===== src/rtl/hamming_pkg.sv =====
// Shared Hamming(12,8) definitions for the storage read/write ECC path.
package hamming_pkg;

  localparam int unsigned DATA_W        = 8;
  localparam int unsigned CODE_W        = 12;
  localparam int unsigned SYN_W         = 4;
  localparam int unsigned SYN_MAX_VALID = 12;

  typedef logic [CODE_W-1:0] codeword_t;
  typedef logic [SYN_W-1:0]  syndrome_t;
  typedef logic [DATA_W-1:0] data_t;

  // Syndrome bit k covers every codeword bit whose Hamming position (index+1) has bit k set.
  function automatic syndrome_t calc_syndrome(input codeword_t cw);
    syndrome_t syn;
    syn[0] = cw[0] ^ cw[2] ^ cw[4] ^ cw[6] ^ cw[8] ^ cw[10];
    syn[1] = cw[1] ^ cw[2] ^ cw[5] ^ cw[6] ^ cw[9] ^ cw[10];
    syn[2] = cw[3] ^ cw[4] ^ cw[5] ^ cw[6] ^ cw[11];
    syn[3] = cw[7] ^ cw[8] ^ cw[9] ^ cw[10] ^ cw[11];
    return syn;
  endfunction

  // Write-side parity {P4,P3,P2,P1} for a data byte; shared with the encoder.
  function automatic logic [3:0] calc_parity(input data_t d);
    logic [3:0] p;
    p[0] = d[0] ^ d[1] ^ d[3] ^ d[4] ^ d[6];
    p[1] = d[0] ^ d[2] ^ d[3] ^ d[5] ^ d[6];
    p[2] = d[1] ^ d[2] ^ d[3] ^ d[7];
    p[3] = d[4] ^ d[5] ^ d[6] ^ d[7];
    return p;
  endfunction

  // Pull the data byte out of its non-power-of-two positions.
  function automatic data_t extract_data(input codeword_t cw);
    return {cw[11], cw[10], cw[9], cw[8], cw[6], cw[5], cw[4], cw[2]};
  endfunction

endpackage


===== src/rtl/hamming_sat_counter.sv =====
// Saturating event counter with synchronous clear that overrides increment.
module hamming_sat_counter #(
  parameter int unsigned COUNT_W = 16
) (
  input  logic               clk,
  input  logic               reset,
  input  logic               inc,
  input  logic               clr,
  output logic [COUNT_W-1:0] count
);

  localparam logic [COUNT_W-1:0] CountMax = '1;

  logic [COUNT_W-1:0] count_d, count_q;

  // Next count: clear first, otherwise increment until the ceiling.
  always_comb begin
    count_d = count_q;
    if (clr) begin
      count_d = '0;
    end else if (inc && (count_q != CountMax)) begin
      count_d = count_q + 1'b1;
    end
  end

  // Count register.
  always_ff @(posedge clk or posedge reset) begin
    if (reset) begin
      count_q <= '0;
    end else begin
      count_q <= count_d;
    end
  end

  assign count = count_q;

endmodule


===== src/rtl/hamming_decoder.sv =====
// Two-stage Hamming(12,8) read-path decoder: single-bit correction, uncorrectable flagging
// and saturating error-event counters for RAID health monitoring.
module hamming_decoder
  import hamming_pkg::*;
#(
  parameter int unsigned ADDR_W  = 8,
  parameter int unsigned COUNT_W = 16
) (
  input  logic               clk,
  input  logic               reset,
  input  logic [11:0]        enc_data_in,
  input  logic               enc_data_valid_in,
  input  logic [ADDR_W-1:0]  address_in,
  input  logic               clear_counts,
  output logic [7:0]         data_out,
  output logic [ADDR_W-1:0]  address_out,
  output logic               data_valid_out,
  output logic [3:0]         syndrome_out,
  output logic               err_corrected,
  output logic               err_uncorrectable,
  output logic [COUNT_W-1:0] corrected_count,
  output logic [COUNT_W-1:0] uncorrectable_count
);

  // Stage 1 state
  logic              valid1_d, valid1_q;
  codeword_t         code1_d, code1_q;
  logic [ADDR_W-1:0] addr1_d, addr1_q;
  syndrome_t         syn1_d, syn1_q;

  // Stage 2 state (drives the outputs)
  logic              valid2_d, valid2_q;
  data_t             data2_d, data2_q;
  logic [ADDR_W-1:0] addr2_d, addr2_q;
  syndrome_t         syn2_d, syn2_q;
  logic              corr2_d, corr2_q;
  logic              unc2_d, unc2_q;

  codeword_t         fixed;

  // Stage 1: capture the word and its syndrome; idle slots carry all-zero payload.
  always_comb begin
    valid1_d = enc_data_valid_in;
    code1_d  = '0;
    addr1_d  = '0;
    syn1_d   = '0;
    if (enc_data_valid_in) begin
      code1_d = enc_data_in;
      addr1_d = address_in;
      syn1_d  = calc_syndrome(enc_data_in);
    end
  end

  // Stage 2: flip the bit the syndrome points at, classify and extract data.
  always_comb begin
    fixed    = code1_q;
    valid2_d = valid1_q;
    data2_d  = '0;
    addr2_d  = '0;
    syn2_d   = '0;
    corr2_d  = 1'b0;
    unc2_d   = 1'b0;
    // Syndromes 13..15 match no index here, so those words pass through unflipped.
    for (int i = 0; i < CODE_W; i++) begin
      if (syn1_q == syndrome_t'(i + 1)) begin
        fixed[i] = ~code1_q[i];
      end
    end
    if (valid1_q) begin
      data2_d = extract_data(fixed);
      addr2_d = addr1_q;
      syn2_d  = syn1_q;
      corr2_d = (syn1_q != '0) && (syn1_q <= syndrome_t'(SYN_MAX_VALID));
      unc2_d  = (syn1_q > syndrome_t'(SYN_MAX_VALID));
    end
  end

  // Pipeline registers for both stages.
  always_ff @(posedge clk or posedge reset) begin
    if (reset) begin
      valid1_q <= 1'b0;
      code1_q  <= '0;
      addr1_q  <= '0;
      syn1_q   <= '0;
      valid2_q <= 1'b0;
      data2_q  <= '0;
      addr2_q  <= '0;
      syn2_q   <= '0;
      corr2_q  <= 1'b0;
      unc2_q   <= 1'b0;
    end else begin
      valid1_q <= valid1_d;
      code1_q  <= code1_d;
      addr1_q  <= addr1_d;
      syn1_q   <= syn1_d;
      valid2_q <= valid2_d;
      data2_q  <= data2_d;
      addr2_q  <= addr2_d;
      syn2_q   <= syn2_d;
      corr2_q  <= corr2_d;
      unc2_q   <= unc2_d;
    end
  end

  // Counters take the stage-2 next-state flags so each count updates with its flag.
  hamming_sat_counter #(
    .COUNT_W (COUNT_W)
  ) u_corr_cnt (
    .clk   (clk),
    .reset (reset),
    .inc   (corr2_d),
    .clr   (clear_counts),
    .count (corrected_count)
  );

  hamming_sat_counter #(
    .COUNT_W (COUNT_W)
  ) u_unc_cnt (
    .clk   (clk),
    .reset (reset),
    .inc   (unc2_d),
    .clr   (clear_counts),
    .count (uncorrectable_count)
  );

  assign data_out          = data2_q;
  assign address_out       = addr2_q;
  assign data_valid_out    = valid2_q;
  assign syndrome_out      = syn2_q;
  assign err_corrected     = corr2_q;
  assign err_uncorrectable = unc2_q;

endmodule


===== config.mk =====
export PLATFORM = sky130hd
export DESIGN_NAME = hamming_decoder
export DESIGN_NICKNAME = d
export VERILOG_FILES = /design/src/rtl/hamming_pkg.sv /design/src/rtl/hamming_sat_counter.sv /design/src/rtl/hamming_decoder.sv
export SDC_FILE = /design/constraint.sdc
export NUM_CORES = 1
export LEC_CHECK = 0
export ABC_CLOCK_PERIOD_IN_PS = 3000
export CORE_ASPECT_RATIO = 0.9
export CORE_MARGIN = 4
export CORE_UTILIZATION = 42
export CTS_BUF_LIST = sky130_fd_sc_hd__clkbuf_8 sky130_fd_sc_hd__clkbuf_16
export DETAILED_ROUTE_END_ITERATION = 8
export GPL_ROUTABILITY_DRIVEN = 0
export PLACE_DENSITY = 0.66
export SYNTH_ARGS = -nofsm -noshare
export SYNTH_HDL_FRONTEND = slang
export SYNTH_SLANG_ARGS = --single-unit

===== constraint.sdc =====
create_clock -name clk -period 3 [get_ports clk]
set_clock_uncertainty 0.15 [all_clocks]
set_input_delay 0.6 -clock clk [delete_from_list [all_inputs] [get_ports clk]]
set_output_delay 0.6 -clock clk [all_outputs]
set_load 0.01 [all_outputs]

==> impl_metrics.yaml, run 1 <==
pwr:
  power_w: 0.00215
  switching_share_pct: 25.7
  p_seq_share_pct: 51.5
  ir_drop_v: 0.000292
  p_per_area_mw_per_mm2: 466
  combinationalPowerShare_pct: 11.7
  p_leak_nw: 1.84
  power.share.clock_pct: 36.9
  p_sw_w: 0.000553
  intPower_w: 0.00160
finish:
  final_cell_mix: "clkdlybuf4s50_1 (78), dfrtp_1 (76), and2_1 (32)"
  multi_input_area_mm2: 0.00153
  drive_gt1_share_pct: 7.58
  area_growth_pct: 31.5
  final_nets: 443
  final_common_cell: "clkdlybuf4s50_1"
  fillers: 710
  ff_latch_area_mm2: 0.00190
  n_antenna_cell: 0
global_route:
  grt_usage_pct: 15.4
  antenna_found_initial: 0
  first_global_vias: 2624
  grt_remaining_overflow: 0
  grt_pass1_wl_mm: 12.3
  grt_max_degree: 47
placement:
  portBuffers: 78
  hpwl_mm: 5.32
  pre_cts_slack_ns: 0.674
clock_network:
  cts_sinks: 76
  clk_pin_slew_worst_paths_ns: 0.09
  cts_resized: 0
  root_buffer: "clkbuf_8"
  cts_buffer_depth: 2
  cts_max_level: 3
  cts_tree: "done"
  insertion_delay_ns: 0.34
  post_cts.repair.setup_buffers: 0
  numCtsBuffers: 9
  ctsHoldBuffers: 0
sta:
  rsz0062_at_grt: "false"
  timing.fmax_mhz: 438
  slew_viol_final: 0
  worst_slack_ns: 0.715
  fin_tns_setup_ns: 0
  worst_pin_slew_ns: 0.694
  period_share_pct: 76.2
  slew_headroom_pct: 53.3
  setup-violations-final: 0
  hold_violations: 0
  period_minus_slack_ns: 2.28
status:
  status: "complete, no violations"
synth:
  netlist_area_mm2: 0.00351
  yosys.cell_types.count: 40
  synth_seq_cells: 76
  yosysWarningCount: 0
  synth_seq_area_share_pct: 54.2
  avgSynthCellArea_um2: 10.5
  synthCells: 335
  syn_nets: 361
route:
  drc: 0
  wirelength_mm: 7.49
  wl_per_cell_um: 14.4
  via_count: 2827
  via_per_inst: 5.43
  firstDrtPassIters: 4
  drt_iter0_drc: 126
  ant_nets: 0
setup_path:
  r2r-start: "valid1_q$_DFF_PP0_"
  critPathKind: "reg -> reg"
  crit_chain: "o2111ai_1 > or4_1 > or4_1 > a21oi_1"
  reg2reg_depth: 4
  cp_max_fo: 12
  critical_path.slowest_cell: "or4_1"
  endpoint_kind: "flop"
  ff2ff_setup_slack_ns: 0.72
  startpoint_type: "flop"
  reg2reg_to: "u_unc_cnt.count[11]$_DFFE_PP0P_"
  timing.critical_path.mode_cell: "or4_1"
  critPathArrivalTime_ns: 2.40
  crit_required_ns: 3.12
  cpPeakStageDelay_ns: 0.70
hold_path:
  hp-class: "reg -> reg"
  hold_end: "address_out[4]$_DFF_PP0_"
  holdPathStages: 1
  hold_start: "addr1_q[4]$_DFF_PP0_"
die:
  initial_utilization_pct: 43.3
  core_area_mm2: 0.00811
  die_area_mm2: 0.00989
  die_h_um: 94.7
  rows: 31
  ios: 79
  die_w_um: 104
flow_run:
  maxCapViolations: 0
cells in the mapped netlist, drive strengths merged:
library cell   n  area, um^2
dfrtp         76        1900
and2          32         200
a21oi         28         140
or4           16         120
nand2         14        52.6
o31ai         14         105
xnor2         13         114
nand3         12        60.1
o21ai         12        60.1
clkbuf        11        41.3
nor3          11        55.1
or3           11        68.8
nor2          10        37.5
nand2b         8        50.1
inv            7        26.3
and3           6        37.5
mux2           5        56.3
nand4          5        31.3
nor2b          5        31.3
xor2           5        43.8
nor4           4        31.3
a211oi         3        22.5
and4           3        26.3
buf            3        15.0
o211ai         3        22.5
a41oi          2        17.5
ha             2        25.0
mux2i          2        20.0
o41ai          2        17.5
a211o          1        8.76
a311oi         1        8.76
a31oi          1        6.26
nand3b         1        7.51
nor3b          1        7.51
nor4b          1        8.76
o2111ai        1        8.76
or2            1        6.26
or2b           1        7.51
or4b           1        10.0
final cells by class:
type | instances | area share, %
clock buffers | 9 | 2.68
clock inverters | 7 | 1.76
inverters | 7 | 0.569
multi-input cells | 238 | 33.1
flip-flops and latches | 76 | 41.2
well taps | 99 | 2.68
repair buffers | 85 | 18.0
per-layer routing:
metal  global-route usage [%]  part of all wire, %  routed length, um
met5                        0                    0                  0
met4                     5.98                  1.2                 87
met3                     4.10                  6.0                449
met2                     26.0                   49               3660
met1                     19.1                   44               3290
sequential cells by signal, summed over array words and instances (netlist names):
register,count
valid1_q,1
data_out,8
err_corrected,1
u_unc_cnt.count,16
syn1_q,4
err_uncorrectable,1
code1_q,8
data_valid_out,1
addr1_q,8
u_corr_cnt.count,16
syndrome_out,4
address_out,8
power groups by stage:
| stage | Combinational, W | Sequential [W] | Clock (W) |
|---|---|---|---|
| floorplan | 0.000130 | 0.00113 | 0 |
| global placement | 0.000253 | 0.00113 | 0 |
| detailed placement | 0.000255 | 0.00113 | 0 |
| CTS | 0.000256 | 0.00111 | 0.000826 |
| global route | 0.000278 | 0.00111 | 0.000865 |
| finish | 0.000251 | 0.00111 | 0.000792 |
cell families (layout without fill, tap and decap cells):
kind of cell             Yosys count  in the layout  synth area share (%)
buffers and inverters             21            108                  2.35
multiplexers                       7              7                  2.17
XOR/XNOR                          18             18                  4.49
AND/OR/NAND/NOR                  143            143                  24.2
adder cells (fa/ha/maj)            2              2                 0.713
AO/OA/AOI/OAI                     68             68                  11.9
flip-flops                        76             76                  54.2
metrics by stage:
stage,cell area (um^2),instances,utilization [%],hold WS [ns]
after global routing,4620,521,57.0,0.323
after global placement,4410,505,54.4,0.290
after detailed placement,4410,505,54.4,0.291
after CTS,4620,521,57.0,0.312
after floorplan,3510,335,-,0.284
final,4620,521,57.0,0.309
worst max-delay path: cells and delay by family, from the launching register on:
kind,cells,cell delay (ns)
AOI/OAI and AO/OA,2,0.40
DFF,1,0.51
and+or+nand+nor,2,1.16
worst max-delay path by stage:
stage	start	end	slack (ns)
after floorplan	reset	addr1_q[0]$_DFF_PP0_	0.31
after global placement	clear_counts	u_unc_cnt.count[2]$_DFFE_PP0P_	0.71
after detailed placement	clear_counts	u_unc_cnt.count[2]$_DFFE_PP0P_	0.67
after CTS	valid1_q$_DFF_PP0_	u_unc_cnt.count[11]$_DFFE_PP0P_	0.69
after global routing	valid1_q$_DFF_PP0_	u_unc_cnt.count[13]$_DFFE_PP0P_	0.54
final	valid1_q$_DFF_PP0_	u_unc_cnt.count[11]$_DFFE_PP0P_	0.72
No activity file was read; power rests on OpenSTA's default activity.
==> inputs of run 2 (changes only) <==
--- a/config.mk
+++ b/config.mk
@@ -5,14 +5,14 @@
 export SDC_FILE = /design/constraint.sdc
 export NUM_CORES = 1
 export LEC_CHECK = 0
-export ABC_CLOCK_PERIOD_IN_PS = 3000
+export ABC_CLOCK_PERIOD_IN_PS = 2000
 export CORE_ASPECT_RATIO = 0.9
 export CORE_MARGIN = 4
 export CORE_UTILIZATION = 42
 export CTS_BUF_LIST = sky130_fd_sc_hd__clkbuf_8 sky130_fd_sc_hd__clkbuf_16
 export DETAILED_ROUTE_END_ITERATION = 8
 export GPL_ROUTABILITY_DRIVEN = 0
-export PLACE_DENSITY = 0.66
+export PLACE_DENSITY = 0.68
 export SYNTH_ARGS = -nofsm -noshare
 export SYNTH_HDL_FRONTEND = slang
 export SYNTH_SLANG_ARGS = --single-unit
==> constraint.sdc (replaced) <==
create_clock -name clk -period 2 [get_ports clk]
set_clock_uncertainty 0.15 [all_clocks]
set_input_delay 0.4 -clock clk [delete_from_list [all_inputs] [get_ports clk]]
set_output_delay 0.4 -clock clk [all_outputs]
set_load 0.01 [all_outputs]
==> impl_metrics.yaml, run 2 (same netlist as run 1, synthesis figures left out) <==
setup_path:
  cp_max_fo: 8
  ff2ff_setup_slack_ns: 0.02
  critPathArrivalTime_ns: 2.10
  crit_required_ns: 2.12
  critPathKind: "reg -> reg"
  endpoint_kind: "flop"
  startpoint_type: "flop"
finish:
  utilization_pct: 62.3
  final_cell_mix: "clkdlybuf4s50_1 (75), dfrtp_1 (73), buf_4 (48)"
  final_common_cell: "clkdlybuf4s50_1"
  drive_gt1_share_pct: 21.0
  n_antenna_cell: 0
  area_growth_pct: 43.8
  final_nets: 488
  fillers: 688
global_route:
  first_global_vias: 2901
  grt_remaining_overflow: 0
  grt_pass1_wl_mm: 13.6
  grt_max_degree: 36
  grt_usage_pct: 16.7
  antenna_found_initial: 0
hold_path:
  hp-class: "in -> async"
route:
  firstDrtPassIters: 4
  via_per_inst: 5.40
  ant_nets: 0
  wl_per_cell_um: 14.5
  wirelength_mm: 8.22
  drc: 0
  via_count: 3058
  drt_iter0_drc: 161
clock_network:
  cts_max_level: 3
  insertion_delay_ns: 0.34
  cts_tree: "done"
  clk_pin_slew_worst_paths_ns: 0.08
  numCtsBuffers: 9
  cts_sinks: 76
  cts_buffer_depth: 2
  ctsHoldBuffers: 0
  root_buffer: "clkbuf_8"
sta:
  worst_pin_slew_ns: 0.477
  rsz0062_at_grt: "true"
  slew_viol_final: 0
  fin_tns_setup_ns: 0
  period_share_pct: 99.2
  hold_violations: 0
  slew_headroom_pct: 68.1
  timing.fmax_mhz: 504
  setup-violations-final: 0
  period_minus_slack_ns: 1.98
die:
  rows: 31
  core_area_mm2: 0.00811
  die_area_mm2: 0.00989
  die_w_um: 104
  initial_utilization_pct: 43.3
  die_h_um: 94.7
  ios: 79
status:
  status: "complete, no violations"
placement:
  hpwl_mm: 5.99
  portBuffers: 78
flow_run:
  maxCapViolations: 0
pwr:
  p_leak_nw: 2.12
  p_per_area_mw_per_mm2: 616
  ir_drop_v: 0.000306
[run 2: cell types whose count changed in the layout (fill, tap and decap cells not counted), moves of 4 or more]
cell and delta:
a21oi_1 -6, or4_4 +4, a21oi_2 +6, buf_4 +41, or4_1 -4
[run 2: critical path: stages, from the launching register on]
cell and delay (ns):
dfrtp_2 0.42, o2111ai_1 0.17, or4_4 0.60, or4_1 0.42, a21oi_1 0.17
[run 2: area by class of cell]
class / instances / area, um^2 / share of cell area (%)
tap: 99 / 124 / 2.45
sequential: 76 / 1910 / 37.7
inverter: 7 / 30.0 / 0.595
multi-input combinational: 238 / 1620 / 32.0
clock buffer: 10 / 138 / 2.73
clock inverter: 6 / 31.3 / 0.620
timing repair buffer: 130 / 1200 / 23.9
[run 2: per-stage QoR]
step	setup slack (ns)	area [um^2]	power [W]	std cells	hold WS, ns
after floorplan	0.00688	3530	0.00189	335	0.281
after global placement	-0.00545	4750	0.00212	544	0.290
after detailed placement	-0.108	4750	0.00213	544	0.295
after CTS	0.00688	4930	0.00314	562	0.215
after global routing	-0.0499	5050	0.00327	566	0.238
final	0.0166	5050	0.00311	566	0.220
[run 2: metal layers]
metal | wire length, um | track usage, % | vias to the layer above
met5 | 0 | 0 | -
met3 | 453 | 3.83 | 14
met1 | 3620 | 21.3 | 1495
met2 | 3990 | 28.2 | 83
met4 | 156 | 5.87 | 0
li1 | - | - | 1466
[run 2: worst paths after layout]
kind                                 startpoint                         endpoint  cells past startpoint
setup / recovery            syn1_q[1]$_DFF_PP0_  u_unc_cnt.count[11]$_DFFE_PP0P_                      4
hold / removal                            reset  u_unc_cnt.count[12]$_DFFE_PP0P_                      2
setup reg to reg            syn1_q[1]$_DFF_PP0_  u_unc_cnt.count[11]$_DFFE_PP0P_                      4
hold reg to reg            addr1_q[3]$_DFF_PP0_         address_out[3]$_DFF_PP0_                      1
max in group asynchronous                 reset  u_corr_cnt.count[1]$_DFFE_PP0P_                      3
min in group clk           addr1_q[3]$_DFF_PP0_         address_out[3]$_DFF_PP0_                      1
[run 2: what timing repair did]
action                                  CTS  global route
gates resized for setup                   2            24
endpoints found under the setup margin    8            23
pin swaps                                 3            10
setup buffers                             2             3
gates cloned                              0             1
[run 2: report_power, final]
group          total, W  switching (W)  internal, W
clock           0.00101       0.000537     0.000471
sequential      0.00164      0.0000395      0.00160
combinational  0.000459       0.000215     0.000245
